### src/rtl/vector_pkg.sv
// vector_pkg
//   Shared definitions for the vector display list: the traversal state
//   encoding and the layout of one RAM entry. The list writer builds entries
//   with the same field positions, so any change here must be mirrored there.
//
//   Entry layout (18 bits): x=[17:10], y=[9:2], line=[1], pos=[0]
//     line pos
//      0    0   no-op
//      0    1   move current point
//      1    0   draw from current point
//      1    1   terminator (end of frame)
package vector_pkg;

  typedef enum logic [3:0] {
    IDLE      = 4'd0,
    READ      = 4'd1,
    DECODE    = 4'd2,
    REQ       = 4'd3,
    DRAW      = 4'd4,
    FRAME_END = 4'd5,
    RELEASE   = 4'd6
  } state_t;

  // Bit positions of the entry fields
  localparam int X_LSB    = 10;
  localparam int Y_LSB    = 2;
  localparam int LINE_BIT = 1;
  localparam int POS_BIT  = 0;

  // Entry kinds as {line, pos}
  localparam logic [1:0] KIND_NOP  = 2'b00;
  localparam logic [1:0] KIND_MOVE = 2'b01;
  localparam logic [1:0] KIND_DRAW = 2'b10;
  localparam logic [1:0] KIND_TERM = 2'b11;

  function automatic logic [1:0] entry_kind(input logic line, input logic pos);
    return {line, pos};
  endfunction

endpackage

### src/rtl/memory_read.sv
// memory_read
//   Walks a vector display list stored in RAM and hands each drawn segment
//   to a line drawer. Traversal starts when the list writer raises go and
//   ends at a terminator entry (or at the last RAM address), after which a
//   one-cycle halt pulse is issued and the block waits for go to drop.
//
//   Ports
//     clk          rising-edge clock
//     rst          asynchronous active-low reset
//     go           list in RAM is complete and stable
//     halt         one-cycle pulse, frame traversal finished
//     adrREAD      RAM read address
//     dataREAD     RAM read data, valid one cycle after adrREAD
//     line_start   line request to the drawer, held until line_busy seen
//     line_busy    drawer busy
//     x0,y0,x1,y1  endpoints of the requested line
//     state_debug  current state encoding
module memory_read
  import vector_pkg::*;
#(
  parameter int OUT_WIDTH = 8,
  parameter int ADR_WIDTH = 16,
  parameter int DATAWIDTH = 18
) (
  input  logic                 clk,
  input  logic                 rst,
  input  logic                 go,
  output logic                 halt,
  output logic [ADR_WIDTH-1:0] adrREAD,
  input  logic [DATAWIDTH-1:0] dataREAD,
  output logic                 line_start,
  input  logic                 line_busy,
  output logic [OUT_WIDTH-1:0] x0,
  output logic [OUT_WIDTH-1:0] y0,
  output logic [OUT_WIDTH-1:0] x1,
  output logic [OUT_WIDTH-1:0] y1,
  output logic [3:0]           state_debug
);

  localparam logic [ADR_WIDTH-1:0] ADR_LAST = '1;
  localparam logic [ADR_WIDTH-1:0] ADR_ONE  = ADR_WIDTH'(1);

  state_t                 state, state_nxt;
  logic [ADR_WIDTH-1:0]   adr_nxt;
  logic [OUT_WIDTH-1:0]   cur_x, cur_y, cur_x_nxt, cur_y_nxt;
  logic [OUT_WIDTH-1:0]   x0_nxt, y0_nxt, x1_nxt, y1_nxt;
  logic                   halt_nxt, line_start_nxt;

  logic [OUT_WIDTH-1:0]   ent_x, ent_y;
  logic [1:0]             ent_kind;
  logic                   at_last;

  assign ent_x    = dataREAD[X_LSB +: OUT_WIDTH];
  assign ent_y    = dataREAD[Y_LSB +: OUT_WIDTH];
  assign ent_kind = entry_kind(dataREAD[LINE_BIT], dataREAD[POS_BIT]);

  // The last address is never incremented past; finishing an entry there
  // ends the frame as if a terminator had followed.
  assign at_last  = (adrREAD == ADR_LAST);

  assign state_debug = state;

  // All traversal registers, cleared asynchronously so a reset mid-handshake
  // drops line_start and the endpoints without waiting for a clock.
  always_ff @(posedge clk or negedge rst) begin
    if (!rst) begin
      state      <= IDLE;
      adrREAD    <= '0;
      cur_x      <= '0;
      cur_y      <= '0;
      x0         <= '0;
      y0         <= '0;
      x1         <= '0;
      y1         <= '0;
      halt       <= 1'b0;
      line_start <= 1'b0;
    end else begin
      state      <= state_nxt;
      adrREAD    <= adr_nxt;
      cur_x      <= cur_x_nxt;
      cur_y      <= cur_y_nxt;
      x0         <= x0_nxt;
      y0         <= y0_nxt;
      x1         <= x1_nxt;
      y1         <= y1_nxt;
      halt       <= halt_nxt;
      line_start <= line_start_nxt;
    end
  end

  // Next-state logic. halt and line_start are computed for the state being
  // entered so that the registered versions line up with FRAME_END and REQ.
  always_comb begin
    state_nxt      = state;
    adr_nxt        = adrREAD;
    cur_x_nxt      = cur_x;
    cur_y_nxt      = cur_y;
    x0_nxt         = x0;
    y0_nxt         = y0;
    x1_nxt         = x1;
    y1_nxt         = y1;
    halt_nxt       = 1'b0;
    line_start_nxt = 1'b0;

    case (state)
      IDLE: begin
        if (go) begin
          adr_nxt   = '0;
          cur_x_nxt = '0;
          cur_y_nxt = '0;
          state_nxt = READ;
        end
      end

      READ: begin
        state_nxt = go ? DECODE : IDLE;
      end

      DECODE: begin
        if (!go) begin
          state_nxt = IDLE;
        end else begin
          case (ent_kind)
            KIND_TERM: begin
              state_nxt = FRAME_END;
              halt_nxt  = 1'b1;
            end
            KIND_DRAW: begin
              x0_nxt         = cur_x;
              y0_nxt         = cur_y;
              x1_nxt         = ent_x;
              y1_nxt         = ent_y;
              cur_x_nxt      = ent_x;
              cur_y_nxt      = ent_y;
              state_nxt      = REQ;
              line_start_nxt = 1'b1;
            end
            KIND_MOVE: begin
              cur_x_nxt = ent_x;
              cur_y_nxt = ent_y;
              if (at_last) begin
                state_nxt = FRAME_END;
                halt_nxt  = 1'b1;
              end else begin
                adr_nxt   = adrREAD + ADR_ONE;
                state_nxt = READ;
              end
            end
            default: begin
              // no-op entry
              if (at_last) begin
                state_nxt = FRAME_END;
                halt_nxt  = 1'b1;
              end else begin
                adr_nxt   = adrREAD + ADR_ONE;
                state_nxt = READ;
              end
            end
          endcase
        end
      end

      REQ: begin
        // go is ignored here: an accepted request always runs to completion
        if (line_busy) begin
          state_nxt = DRAW;
        end else begin
          line_start_nxt = 1'b1;
        end
      end

      DRAW: begin
        if (!line_busy) begin
          if (!go) begin
            state_nxt = IDLE;
          end else if (at_last) begin
            state_nxt = FRAME_END;
            halt_nxt  = 1'b1;
          end else begin
            adr_nxt   = adrREAD + ADR_ONE;
            state_nxt = READ;
          end
        end
      end

      FRAME_END: begin
        state_nxt = RELEASE;
      end

      RELEASE: begin
        if (!go) begin
          state_nxt = IDLE;
        end
      end

      default: begin
        state_nxt = IDLE;
      end
    endcase
  end

endmodule

### config.mk
export PLATFORM = sky130hd
export DESIGN_NAME = memory_read
export DESIGN_NICKNAME = d
export VERILOG_FILES = /design/src/rtl/vector_pkg.sv /design/src/rtl/memory_read.sv
export SDC_FILE = /design/constraint.sdc
export NUM_CORES = 1
export LEC_CHECK = 0
export ABC_AREA = 1
export CELL_PAD_IN_SITES_DETAIL_PLACEMENT = 1
export CELL_PAD_IN_SITES_GLOBAL_PLACEMENT = 1
export CORE_MARGIN = 3
export CORE_UTILIZATION = 29
export DETAILED_ROUTE_END_ITERATION = 7
export PLACE_DENSITY_LB_ADDON = 0.1
export REMOVE_ABC_BUFFERS = 1
export SLEW_MARGIN = 20
export SYNTH_ARGS = -nofsm -noshare
export SYNTH_HDL_FRONTEND = slang
export SYNTH_SLANG_ARGS = --single-unit
### constraint.sdc
create_clock -name clk -period 1.8 [get_ports clk]
set_clock_uncertainty 0.15 [all_clocks]
set_input_delay 0.36 -clock clk [delete_from_list [all_inputs] [get_ports clk]]
set_output_delay 0.36 -clock clk [all_outputs]
set_load 0.05 [all_outputs]
==> metrics.txt <==
result of the run=completed; placeable core area=about 0.011 sq mm; leading cell types by total area after synthesis=sky130_fd_sc_hd__dfrtp_1 (52%), sky130_fd_sc_hd__nand2_1 (11%), sky130_fd_sc_hd__inv_1 (5.2%); clock slew at reported path FFs=around 60 ps; fraction of the yosys area taken by sequential cells=52.17%; post-layout instance count excluding filler cells=639; router iterations before antenna repair=4; wire length of the first global-routing pass=15,420 um; Arrival @ worst endpoint=1220 ps; antenna violations before repair=0; vias in the first global route=3,099; fill cell count=between 1,000 and 1,500; number of remaining DRC errors=0; final sum of negative setup slack=0 ps; x dimension of the die=112.8 um; portion of synthesized cell area occupied by the leading cell type=52.17%; Cell Count Post-Placement=between 600 and 700; cell count after synthesis=381; Unique masters post-synth=33; Longest Clk Path Bufs=2; drt first-iter violations=111; area of the mapped netlist=between 0.003 and 0.004 sq mm; unrepaired setup endpoints after global routing=yes; GP Congestion=0.7986; CTS tree=done; largest net degree at the start of global routing=70; Ys Warns=0; startpoint class of the critical path=flip-flop; via count normalized by instance count=4.532; Bufs and invs on worst path=3; Routed wire per std cell=14.02 um; boundary pin count=76; number of storage elements in the synthesis netlist=69; power density cells=1612 mW/mm^2; Clock Latency Late Sink=~330 ps; IR drop worst, VDD=1.042 mV; clock buffer count from CTS=9; class of the tightest hold or removal check=flip-flop to flip-flop; Antenna Nets Post-Route=0; total number of vias=between 2,000 and 3,000; leakage power total=between 2 and 2.5 nW; cell type of the slowest stage on the worst timing path=sky130_fd_sc_hd__dfrtp_2; Crit Path Category=flip-flop to primary output; synthesis-to-layout area growth=51.64%; die extent in y=112.8 um; cell breakdown of the critical path=buf_4, buf_4, buf_12; H-tree levels=3; crit path max fanout=6; final critical path time including I/O delays and setup=1729 ps; Slowest Stage Delay on Critical Path=470 ps; number of core rows=38; most prevalent standard cell on the critical path=sky130_fd_sc_hd__buf_4; HPWL Detailed=6449 um; data required time at the worst endpoint=between 1000 and 1500 ps; antenna fix cells=0; total clock sinks=69; mean area per synthesized cell=8.686 sq um; count of final hold-check violations=0; GRT Resource Usage Total=~15%; fraction of layout instances using a drive strength above 1=32.06%; fin. max-slew vios=0; area enclosed by the die boundary=0.01273 sq mm; I/O Buffers=74; initial core utilization=30.13%; Final Setup Violations=0; cell at the root of the clock tree=sky130_fd_sc_hd__clkbuf_16; library cell with the largest summed area after synthesis=sky130_fd_sc_hd__dfrtp_1; Net count, final=520; family with the most delay on the worst path=flip-flops; critical path endpoint category=primary output; Period Utilization, post-route=between 90% and 100%; upper clock frequency limit=0.5784 GHz; aggregate routed wire length=8958 um; max capacitance violation total=0; global route total overflow=0
registers in the layout, indices dropped and copies added (netlist names):
register	flops
adrREAD	16
cur_x	8
cur_y	8
halt	1
line_start	1
state_debug	3
x0	8
x1	8
y0	8
y1	8
cell usage in the layout, fill, tap and decap left out, types with 3 or more instances in the layout:
| cell type | count |
|---|---|
| sky130_fd_sc_hd__buf_12 | 26 |
| sky130_fd_sc_hd__buf_4 | 69 |
| sky130_fd_sc_hd__clkbuf_16 | 9 |
| sky130_fd_sc_hd__clkdlybuf4s50_1 | 18 |
| sky130_fd_sc_hd__clkinvlp_4 | 3 |
| sky130_fd_sc_hd__dfrtp_1 | 66 |
| sky130_fd_sc_hd__dfrtp_2 | 3 |
| sky130_fd_sc_hd__inv_1 | 44 |
| sky130_fd_sc_hd__inv_2 | 4 |
| sky130_fd_sc_hd__nand2_1 | 97 |
| sky130_fd_sc_hd__nand2_2 | 5 |
| sky130_fd_sc_hd__nand3_1 | 20 |
| sky130_fd_sc_hd__nand4_1 | 9 |
| sky130_fd_sc_hd__nor2_1 | 21 |
| sky130_fd_sc_hd__nor2_2 | 4 |
| sky130_fd_sc_hd__nor2_4 | 5 |
| sky130_fd_sc_hd__o21ai_0 | 27 |
| sky130_fd_sc_hd__o21ai_1 | 11 |
| sky130_fd_sc_hd__o21ai_2 | 10 |
| sky130_fd_sc_hd__o22ai_1 | 9 |
| sky130_fd_sc_hd__o22ai_2 | 7 |
| sky130_fd_sc_hd__or2_2 | 3 |
| sky130_fd_sc_hd__xor2_1 | 4 |
synth_stat cells:
library cell / number
sky130_fd_sc_hd__a21oi_1: 2
sky130_fd_sc_hd__buf_12: 1
sky130_fd_sc_hd__buf_2: 7
sky130_fd_sc_hd__buf_4: 2
sky130_fd_sc_hd__buf_6: 2
sky130_fd_sc_hd__buf_8: 1
sky130_fd_sc_hd__clkbuf_1: 1
sky130_fd_sc_hd__clkbuf_2: 1
sky130_fd_sc_hd__clkinv_2: 1
sky130_fd_sc_hd__conb_1: 1
sky130_fd_sc_hd__dfrtp_1: 69
sky130_fd_sc_hd__ha_1: 4
sky130_fd_sc_hd__inv_1: 46
sky130_fd_sc_hd__inv_2: 2
sky130_fd_sc_hd__nand2_1: 98
sky130_fd_sc_hd__nand2_2: 4
sky130_fd_sc_hd__nand2_4: 2
sky130_fd_sc_hd__nand3_1: 20
sky130_fd_sc_hd__nand3_4: 1
sky130_fd_sc_hd__nand4_1: 9
sky130_fd_sc_hd__nor2_1: 24
sky130_fd_sc_hd__nor2_2: 1
sky130_fd_sc_hd__nor2_4: 5
sky130_fd_sc_hd__nor3_1: 2
sky130_fd_sc_hd__nor3_2: 1
sky130_fd_sc_hd__o21ai_0: 27
sky130_fd_sc_hd__o21ai_1: 11
sky130_fd_sc_hd__o21ai_2: 10
sky130_fd_sc_hd__o21bai_1: 2
sky130_fd_sc_hd__o22ai_1: 16
sky130_fd_sc_hd__or2_2: 3
sky130_fd_sc_hd__xnor2_1: 1
sky130_fd_sc_hd__xor2_1: 4
kinds of logic (layout without fill, tap and decap cells):
family                   Yosys count  in the layout  synth area share, %
flip-flops                        69             69                52.17
AO/OA/AOI/OAI                     68             68                12.17
AND/OR/NAND/NOR                  170            170                23.59
adder cells (fa/ha/maj)            4              4                1.512
XOR/XNOR                           5              5                1.323
other                              1              1               0.1133
buffers and inverters             64            182                9.111
final cells by class:
type	count	area, sq um	area share [%]
clock inverters	6	87.58	1.745
well taps	140	175.2	3.490
flip-flops and latches	69	1730	34.48
inverters	49	185.2	3.690
clock buffers	10	229.0	4.562
repair buffers	117	1259	25.08
multi-input cells	248	1353	26.95
tightest hold or removal path: stages, from the launching register on:
cell,delay [ps]
sky130_fd_sc_hd__dfrtp_1,340
sky130_fd_sc_hd__nand2_1,50
sky130_fd_sc_hd__o21ai_0,60
timing repair:
action | CTS | global route
hold buffers | 1 | 0
setup buffers | 0 | 2
gates cloned | 0 | 0
pin swaps | 0 | 5
hold endpoints to repair | 69 | 0
setup endpoints to repair | 4 | 33
resized for setup | 4 | 16
metal layers:
layer	vias up	global-route usage [%]	share of wire, %
met5	-	0	0
met4	0	5.288	1.3
met3	9	2.995	4.2
met2	51	23.18	46
met1	1389	20.80	49
li1	1447	-	-
worst paths after layout:
kind / start / endpoint / slack [ps] / cells after the start
max in group asynchronous: rst / state_debug[1]$_DFFE_PN0P_ / 730 / 3
worst max register to register: state_debug[2]$_DFFE_PN0P_ / cur_x[5]$_DFFE_PN0P_ / 90 / 7
worst min register to register: y1[5]$_DFFE_PN0P_ / y1[5]$_DFFE_PN0P_ / 330 / 2
worst max-delay path: state_debug[1]$_DFFE_PN0P_ / state_debug[1] / 70 / 3
min in group asynchronous: rst / y1[6]$_DFFE_PN0P_ / 450 / 3
worst min-delay path: y1[5]$_DFFE_PN0P_ / y1[5]$_DFFE_PN0P_ / 330 / 2
power breakdown:
part,internal [W],leakage (nW),switching (W)
Clock,0.00121,0.145,0.000663
Sequential,0.00209,0.926,0.000296
Combinational,0.00131,1.29,0.00252
per-stage QoR:
step	setup WS, ps	utilization, %	instance area (sq um)	total power [W]	hold WS (ps)
floorplan	-725.9	-	3193	0.004672	-85.59
CTS	-0.4792	45.08	4951	0.008160	337.5
global placement	-306.8	41.88	4599	0.006099	266.8
global route	-3.128	45.69	5019	0.008568	359.1
detailed placement	-358.8	41.88	4599	0.006195	269.6
finish	71.18	45.69	5019	0.008092	334.7
(Power assumes the default switching activity.)
